File: config.mk
export PLATFORM = sky130hd
export DESIGN_NAME = dma_writeback_engine
export DESIGN_NICKNAME = d
export VERILOG_FILES = /design/src/rtl/dma_writeback_engine_pkg.sv /design/src/rtl/dma_writeback_engine.sv
export SDC_FILE = /design/constraint.sdc
export NUM_CORES = 1
export LEC_CHECK = 0
export ABC_AREA = 0
export BUFFER_PORTS_ARGS = -buffer_cell sky130_fd_sc_hd__buf_2
export CORE_MARGIN = 2
export CORE_UTILIZATION = 53
export CTS_CLUSTER_SIZE = 12
export DETAILED_ROUTE_END_ITERATION = 16
export PLACE_DENSITY = 0.81
export SYNTH_ARGS = -nofsm -noshare
export SYNTH_HDL_FRONTEND = slang
export SYNTH_SLANG_ARGS = --single-unit
File: constraint.sdc
create_clock -name clk -period 2.9 [get_ports clk]
set_clock_uncertainty 0.1 [all_clocks]
set_input_delay 0.29 -clock clk [delete_from_list [all_inputs] [get_ports clk]]
set_output_delay 0.29 -clock clk [all_outputs]
set_load 0.005 [all_outputs]
File: src/rtl/dma_writeback_engine_pkg.sv
// Shared definitions for the outbound (buffer-to-DRAM) writeback DMA:
// FSM state encoding and default widths.
package dma_writeback_engine_pkg;

    localparam int DMA_ADDR_W = 32;
    localparam int DMA_DATA_W = 16;
    localparam int DMA_LEN_W  = 16;

    typedef enum logic [2:0] {
        ST_IDLE   = 3'd0,
        ST_RD_REQ = 3'd1,
        ST_RD_CAP = 3'd2,
        ST_WR     = 3'd3,
        ST_DONE   = 3'd4
    } dma_state_e;

endpackage

File: src/rtl/dma_writeback_engine.sv
// Outbound DMA: moves xfer_len 16-bit words from the on-chip buffer to DRAM,
// one buffer read then one handshaked DRAM write per word.
// Optional running checksum of written words when DMA_WB_CHECKSUM_EN is defined.
module dma_writeback_engine
    import dma_writeback_engine_pkg::*;
#(
    parameter int ADDR_W = DMA_ADDR_W,
    parameter int DATA_W = DMA_DATA_W,
    parameter int LEN_W  = DMA_LEN_W
) (
    input  logic              clk,
    input  logic              rst_n,
    input  logic              start,
    input  logic [ADDR_W-1:0] src_addr,
    input  logic [ADDR_W-1:0] dst_addr,
    input  logic [LEN_W-1:0]  xfer_len,
    output logic              busy,
    output logic              done,
    output logic [ADDR_W-1:0] buf_addr,
    output logic              buf_re,
    input  logic [DATA_W-1:0] buf_rdata,
    output logic [ADDR_W-1:0] dram_addr,
    output logic [DATA_W-1:0] dram_wdata,
    output logic              dram_we,
`ifdef DMA_WB_CHECKSUM_EN
    output logic [DATA_W-1:0] checksum,
`endif
    input  logic              dram_ready
);

    localparam logic [ADDR_W-1:0] ADDR_ONE = {{(ADDR_W-1){1'b0}}, 1'b1};
    localparam logic [LEN_W-1:0]  LEN_ONE  = {{(LEN_W-1){1'b0}}, 1'b1};
    localparam logic [LEN_W-1:0]  LEN_ZERO = {LEN_W{1'b0}};

    dma_state_e        state_r;
    logic [ADDR_W-1:0] src_r;
    logic [ADDR_W-1:0] dst_r;
    logic [LEN_W-1:0]  len_r;
    logic [LEN_W-1:0]  count_r;
    logic [DATA_W-1:0] hold_r;
    logic              busy_r;
    logic              done_r;
    logic              buf_re_r;
    logic              dram_we_r;
    logic              last_word_s;

    // len_r is never zero while in WR, so len_r-1 cannot underflow there
    assign last_word_s = (count_r == (len_r - LEN_ONE));

    // Transfer FSM; control outputs are registered alongside the state they decode
    always_ff @(posedge clk or negedge rst_n) begin
        if (!rst_n) begin
            state_r   <= ST_IDLE;
            src_r     <= {ADDR_W{1'b0}};
            dst_r     <= {ADDR_W{1'b0}};
            len_r     <= LEN_ZERO;
            count_r   <= LEN_ZERO;
            hold_r    <= {DATA_W{1'b0}};
            busy_r    <= 1'b0;
            done_r    <= 1'b0;
            buf_re_r  <= 1'b0;
            dram_we_r <= 1'b0;
        end else begin
            case (state_r)
                ST_IDLE: begin
                    if (start) begin
                        src_r   <= src_addr;
                        dst_r   <= dst_addr;
                        len_r   <= xfer_len;
                        count_r <= LEN_ZERO;
                        busy_r  <= 1'b1;
                        if (xfer_len == LEN_ZERO) begin
                            state_r <= ST_DONE;
                            done_r  <= 1'b1;
                        end else begin
                            state_r  <= ST_RD_REQ;
                            buf_re_r <= 1'b1;
                        end
                    end else begin
                        state_r <= ST_IDLE;
                    end
                end
                ST_RD_REQ: begin
                    state_r  <= ST_RD_CAP;
                    buf_re_r <= 1'b0;
                end
                ST_RD_CAP: begin
                    hold_r    <= buf_rdata;
                    state_r   <= ST_WR;
                    dram_we_r <= 1'b1;
                end
                ST_WR: begin
                    if (dram_ready) begin
                        src_r     <= src_r + ADDR_ONE;
                        dst_r     <= dst_r + ADDR_ONE;
                        count_r   <= count_r + LEN_ONE;
                        dram_we_r <= 1'b0;
                        if (last_word_s) begin
                            state_r <= ST_DONE;
                            done_r  <= 1'b1;
                        end else begin
                            state_r  <= ST_RD_REQ;
                            buf_re_r <= 1'b1;
                        end
                    end else begin
                        state_r <= ST_WR;
                    end
                end
                ST_DONE: begin
                    state_r <= ST_IDLE;
                    done_r  <= 1'b0;
                    busy_r  <= 1'b0;
                end
                default: begin
                    state_r   <= ST_IDLE;
                    busy_r    <= 1'b0;
                    done_r    <= 1'b0;
                    buf_re_r  <= 1'b0;
                    dram_we_r <= 1'b0;
                end
            endcase
        end
    end

`ifdef DMA_WB_CHECKSUM_EN
    logic [DATA_W-1:0] checksum_r;
    logic              start_acc_s;
    logic              wr_acc_s;

    assign start_acc_s = (state_r == ST_IDLE) && start;
    assign wr_acc_s    = (state_r == ST_WR) && dram_ready;

    // Modular sum of every word DRAM accepted since the last accepted start
    always_ff @(posedge clk or negedge rst_n) begin
        if (!rst_n) begin
            checksum_r <= {DATA_W{1'b0}};
        end else if (start_acc_s) begin
            checksum_r <= {DATA_W{1'b0}};
        end else if (wr_acc_s) begin
            checksum_r <= checksum_r + hold_r;
        end else begin
            checksum_r <= checksum_r;
        end
    end

    assign checksum = checksum_r;
`endif

    assign busy       = busy_r;
    assign done       = done_r;
    assign buf_re     = buf_re_r;
    assign dram_we    = dram_we_r;
    assign buf_addr   = src_r;
    assign dram_addr  = dst_r;
    assign dram_wdata = hold_r;

endmodule

==> impl_metrics.toml, run 1 <==
[floorplanning]
fp.dieArea_mm2 = 0.01356
die_w_um = 116.5
die_h_um = 116.5
pin_count = 184
start_util = 0.5378
rows = 41
core-area_mm2 = 0.01247

[global_route]
antenna_found_initial = 0
grt_usage = 0.2974
grt.overflow.total = 0
grt_pass1_vias = 6531
grt_max_degree = 79
grt_pass1_wl_um = 31600

[cells_and_area]
syn2layout_area_growth_pct = 29.92
final_area_mm2 = 0.008710
finish.utilization = 0.6987
instances_no_fill = 1187
final_common_cell = "buf_2"
drive_gt1_frac = 0.2581
nets = 1107
final_cell_mix = "buf_2, dfrtp_1, a21oi_1"
diodes = 0

[logic_synthesis]
async_flop_share = 1.000
synth_seq_cells = 119
synth_xor_area_frac = 0.03527
synthesis.nets = 914
synth_compound_area_frac = 0.1984
synth_area_leaders = "dfrtp_1, a21oi_1, nand2_1"
synthSimpleGateAreaFrac = 0.2473
synth_mux_area_frac = 0.03303
yosys.area.top_type_share = 0.4442
synth_cell_types = 52
ys_seq_area_frac = 0.4442
synth_area_mm2 = 0.006704
syn-instance-count = 810
yosysTopAreaCell = "dfrtp_1"
synthAdderAreaFrac = 0.007465
avgSynthCellArea_um2 = 8.276
synth_top_family_by_area = "simple AND/OR/NAND/NOR gates"
yosysWarnings = 0
synth_flop_cell = "dfrtp_1"
synth_edf_count = 0

[critical_path]
path_max_fanout = 4
path_cells = "inv_1, ha_1, nor4b_4, nand3b_1, or4_1, a221oi_2, o2111ai_2, o31a_1"
crit_path_end_kind = "flop"
start_kind = "flop"
slowest_delay_ns = 0.45
arrival_ns = 2.90
critPathKind = "flop to flop"
cp.required_ns = 3.10
cp_slowest_cell = "or4_1"

[sta]
max-slew-margin-rel = 0.4743
rsz0062_at_grt = "false"
timing.setup.tns_ns = 0
period_share = 0.9297
min_period_ns = 2.696
holdWs_ns = 0.005701
final_hold_viol_count = 0
setup_slack_ns = 0.2040
max_freq_mhz = 370.9
setup-violations-final = 0
tightest_slew_ns = 0.7813
drv_slew = 0

[clocking]
insertion_delay_ns = 0.42
clock-root-buffer = "clkbuf_16"
htreeDepth = 4
numCtsBuffers = 17
cts.sinks = 119
cts_tree = "done"
path_clk_slew_ns = 0.05
clockBufferDepth = 2

[route]
drt_drc_violations_left = 0
route.antenna.remaining_nets = 0
drt_iter0_drc = 507
avgRoutedWirePerCell_um = 16.61
num_vias = 6980
via_per_inst = 5.880
firstDrtPassIters = 6
routed_wl_um = 19720

[run]
maxCapViolations = 0

[placement]
gp_congestion = 0.8962
place_area_mm2 = 0.007833
portBuffers = 183
place_ws_ns = 0.1977
dp.cells = 1133
hpwl_um = 13430

[power_and_ir_drop]
p_per_area_mw_per_mm2 = 1121
total_power_mw = 9.768
p_leak_nw = 3.816
vdd_drop_max_mv = 0.5531

[run_status]
status = "finished clean"

[hold_path]
hp-class = "input port to flop"
==> area by class of cell <==
class,count,area [µm²]
clock buffer,19,452.9
clock inverter,12,175.2
fill,1035,3756
inverter,12,45.04
multi-input combinational,632,3537
sequential,119,2978
tap,172,215.2
timing repair buffer,221,1306
==> synth_stat cells (all sizes together), types with 2 or more instances <==
library cell and count:
a21o 3, ha 4, mux2i 3, or3 9, inv 12, a311oi 3
clkbuf 40, xor2 19, nor3b 4, o31ai 3, a2bb2oi 2, o22a 3
nand3b 5, a31oi 8, or3b 2, a21oi 114, mux2 17, xnor2 8
o32ai 3, o21ai 58, nor2b 4, o22ai 26, nor3 15, nand3 40
nor4 9, nor2 90, and3 13, nand2 109, nand4 22, a211oi 7
and2 9, nand2b 4, dfrtp 119, buf 7, and4 6
==> registers in the layout, summed over array words and instances (netlist names) <==
register	count
done	1
busy	1
buf_re	1
count_r	16
dram_wdata	16
buf_addr	32
dram_we	1
dram_addr	32
len_r	16
state_r	3
==> power by group <==
part	leakage (nW)	internal (mW)	switching [mW]	total [mW]
Sequential	1.40	2.40	0.874	3.27
Clock	0.301	1.48	0.769	2.24
Combinational	2.11	1.80	2.45	4.25
==> critical path, delay by kind of cell (launching register included) <==
kind,cells,cell delay [ns]
AO/OA/AOI/OAI,3,0.84
AND/OR/NAND/NOR,3,0.93
buffers and inverters,1,0.09
adder cells (fa/ha/maj),1,0.22
flip-flops,1,0.42
==> kinds of logic (layout without fill, tap and decap cells) <==
kind of cell,Yosys count,in the layout
xor gates and xnor gates,27,27
AOI/OAI and AO/OA,236,236
adders and majority gates,4,4
and+or+nand+nor,345,345
DFF,119,119
buffers and inverters,59,264
muxes,20,20
==> path summary, 6_finish.rpt <==
check / from / end / slack, ns / cells after the start
worst max register to register: len_r[0] / buf_re / 0.20 / 8
worst max-delay path: len_r[0] / buf_re / 0.20 / 8
min in group asynchronous: rst_n / dram_wdata[13] / 0.39 / 2
max in group asynchronous: rst_n / dram_addr[2] / 1.65 / 3
worst min-delay path: buf_rdata[13] / dram_wdata[13] / 0.006 / 2
worst min register to register: dram_wdata[13] / dram_wdata[13] / 0.40 / 1
==> routing by layer <==
layer,global-route usage,up-vias,wire (µm),share of wire
met1,0.3811,3350,8191,0.42
li1,-,3308,-,-
met5,0,-,0,0
met4,0.1095,0,556,0.028
met3,0.08770,50,1334,0.068
met2,0.4814,272,9632,0.49
==> repair_timing <==
item	4_1_cts	5_1_grt
buffers inserted	0	2
resized for setup	0	4
hold endpoints to repair	76	1
setup endpoints to repair	0	4
hold buffers	20	1
Note: power is estimated with default switching activity, not from simulation.
==> inputs of run 2 (changes only) <==
--- a/config.mk
+++ b/config.mk
@@ -12,6 +12,8 @@
 export CTS_CLUSTER_SIZE = 12
 export DETAILED_ROUTE_END_ITERATION = 16
 export PLACE_DENSITY = 0.81
+export RECOVER_POWER = 50
+export REMOVE_ABC_BUFFERS = 1
 export SYNTH_ARGS = -nofsm -noshare
 export SYNTH_HDL_FRONTEND = slang
 export SYNTH_SLANG_ARGS = --single-unit
==> run 2 against run 1 <==
Die area unchanged. Clock power down 9.4%. Global-route usage down 1.8 points. First-iteration DRC count down 6.9%. Critical path type unchanged.
==> impl_metrics.toml, run 2 (synthesized netlist as in run 1, its figures left out) <==
[run_status]
status = "finished clean"

[global_route]
grt_pass1_wl_um = 29860
grt_max_degree = 66
grt_pass1_vias = 6248
antenna_found_initial = 1
grt_usage = 0.2796
grt.overflow.total = 0

[critical_path]
path_max_fanout = 8
start_kind = "flop"
crit_path_end_kind = "flop"
cp.required_ns = 3.10
critPathKind = "flop to flop"
arrival_ns = 2.90

[sta]
final_hold_viol_count = 0
setup-violations-final = 0
min_period_ns = 2.693
max-slew-margin-rel = 0.03200
tightest_slew_ns = 1.452
rsz0062_at_grt = "false"
holdWs_ns = 0.003644
period_share = 0.9287
setup_slack_ns = 0.2069
max_freq_mhz = 371.3
timing.setup.tns_ns = 0
drv_slew = 0

[floorplanning]
core-area_mm2 = 0.01247
start_util = 0.5378
pin_count = 184
rows = 41
fp.dieArea_mm2 = 0.01356
die_h_um = 116.5
die_w_um = 116.5

[placement]
hpwl_um = 12620
place_ws_ns = 0.1940
dp.cells = 1131
portBuffers = 183
gp_congestion = 0.8877

[cells_and_area]
drive_gt1_frac = 0.1949
nets = 1105
final_cell_mix = "buf_2, dfrtp_1, a21oi_1"
fillers = 1068
syn2layout_area_growth_pct = 27.19
final_common_cell = "buf_2"
instances_no_fill = 1183
diodes = 0

[power_and_ir_drop]
total_power_mw = 9.360
p_leak_nw = 3.632
vdd_drop_max_mv = 0.6295
p_per_area_mw_per_mm2 = 1098

[route]
via_per_inst = 5.703
routed_wl_um = 18540
avgRoutedWirePerCell_um = 15.67
num_vias = 6747
drt_iter0_drc = 472
drt_drc_violations_left = 0
firstDrtPassIters = 5
route.antenna.remaining_nets = 0

[clocking]
htreeDepth = 4
clockBufferDepth = 2
path_clk_slew_ns = 0.05
numCtsBuffers = 17
cts_tree = "done"
clock-root-buffer = "clkbuf_16"
postCtsSetupBuffers = 0
insertion_delay_ns = 0.42
cts.sinks = 119

[run]
maxCapViolations = 0

[hold_path]
hp-class = "input port to flop"
[run 2: cell types whose count changed in the layout (fill, tap and decap cells not counted), moves of 2 or more]
| cell | previous run | this run |
|---|---|---|
| bufinv_16 | 4 | 2 |
| buf_1 | 0 | 2 |
| clkbuf_1 | 0 | 55 |
| clkinvlp_4 | 3 | 0 |
| dlygate4sd3_1 | 21 | 23 |
| buf_4 | 14 | 10 |
| buf_12 | 4 | 2 |
| buf_2 | 182 | 130 |
[run 2: path summary, 6_finish.rpt]
check / from / endpoint / slack (ns) / depth (start not counted)
worst min-delay path: xfer_len[14] / len_r[14] / 0.004 / 3
worst max register to register: len_r[2] / buf_re / 0.21 / 7
worst max-delay path: len_r[2] / buf_re / 0.21 / 7
worst min register to register: dram_wdata[8] / dram_wdata[8] / 0.40 / 1
max in group asynchronous: rst_n / buf_addr[21] / 0.57 / 3
min in group asynchronous: rst_n / len_r[4] / 0.65 / 2
[run 2: cell type report]
| type | instances | area (µm²) | share of cell area |
|---|---|---|---|
| multi-input combinational | 632 | 3530 | 0.4139 |
| sequential | 119 | 2978 | 0.3492 |
| timing repair buffer | 219 | 1204 | 0.1412 |
| clock buffer | 25 | 485.5 | 0.05693 |
| tap | 172 | 215.2 | 0.02524 |
| clock inverter | 4 | 70.07 | 0.008217 |
| inverter | 12 | 45.04 | 0.005282 |
[run 2: worst max-delay path: stages, from the launching register on]
cell and delay [ns]:
dfrtp_1 0.48, nor4_2 0.40, nand2b_1 0.19, xnor2_1 0.16, or3_1 0.31, a311oi_1 0.39
o2111ai_2 0.26, o31a_1 0.29
[run 2: report_power, final]
group	internal, mW	total, mW	switching (mW)
registers	2.40	3.24	0.847
clock network	1.31	2.03	0.716
logic	1.69	4.09	2.40
[run 2: repair_timing]
action                                  in CTS  in global routing
hold buffers                                22                  1
resized for setup                            0                  3
endpoints found under the setup margin       0                  2
hold endpoints to repair                    76                  1
[run 2: through the flow]
step,util,area (µm²)
2_1_floorplan,-,6519
3_3_place_gp,0.6260,7804
3_5_place_dp,0.6260,7804
4_1_cts,0.6882,8579
5_1_grt,0.6840,8527
6_report,0.6840,8527
[run 2: routing by layer]
metal / part of all wire / global-route usage / up-vias
met5: 0 / 0 / -
met4: 0.018 / 0.09603 / 0
met3: 0.067 / 0.09030 / 26
met2: 0.48 / 0.4411 / 209
met1: 0.43 / 0.3654 / 3224
li1: - / - / 3288
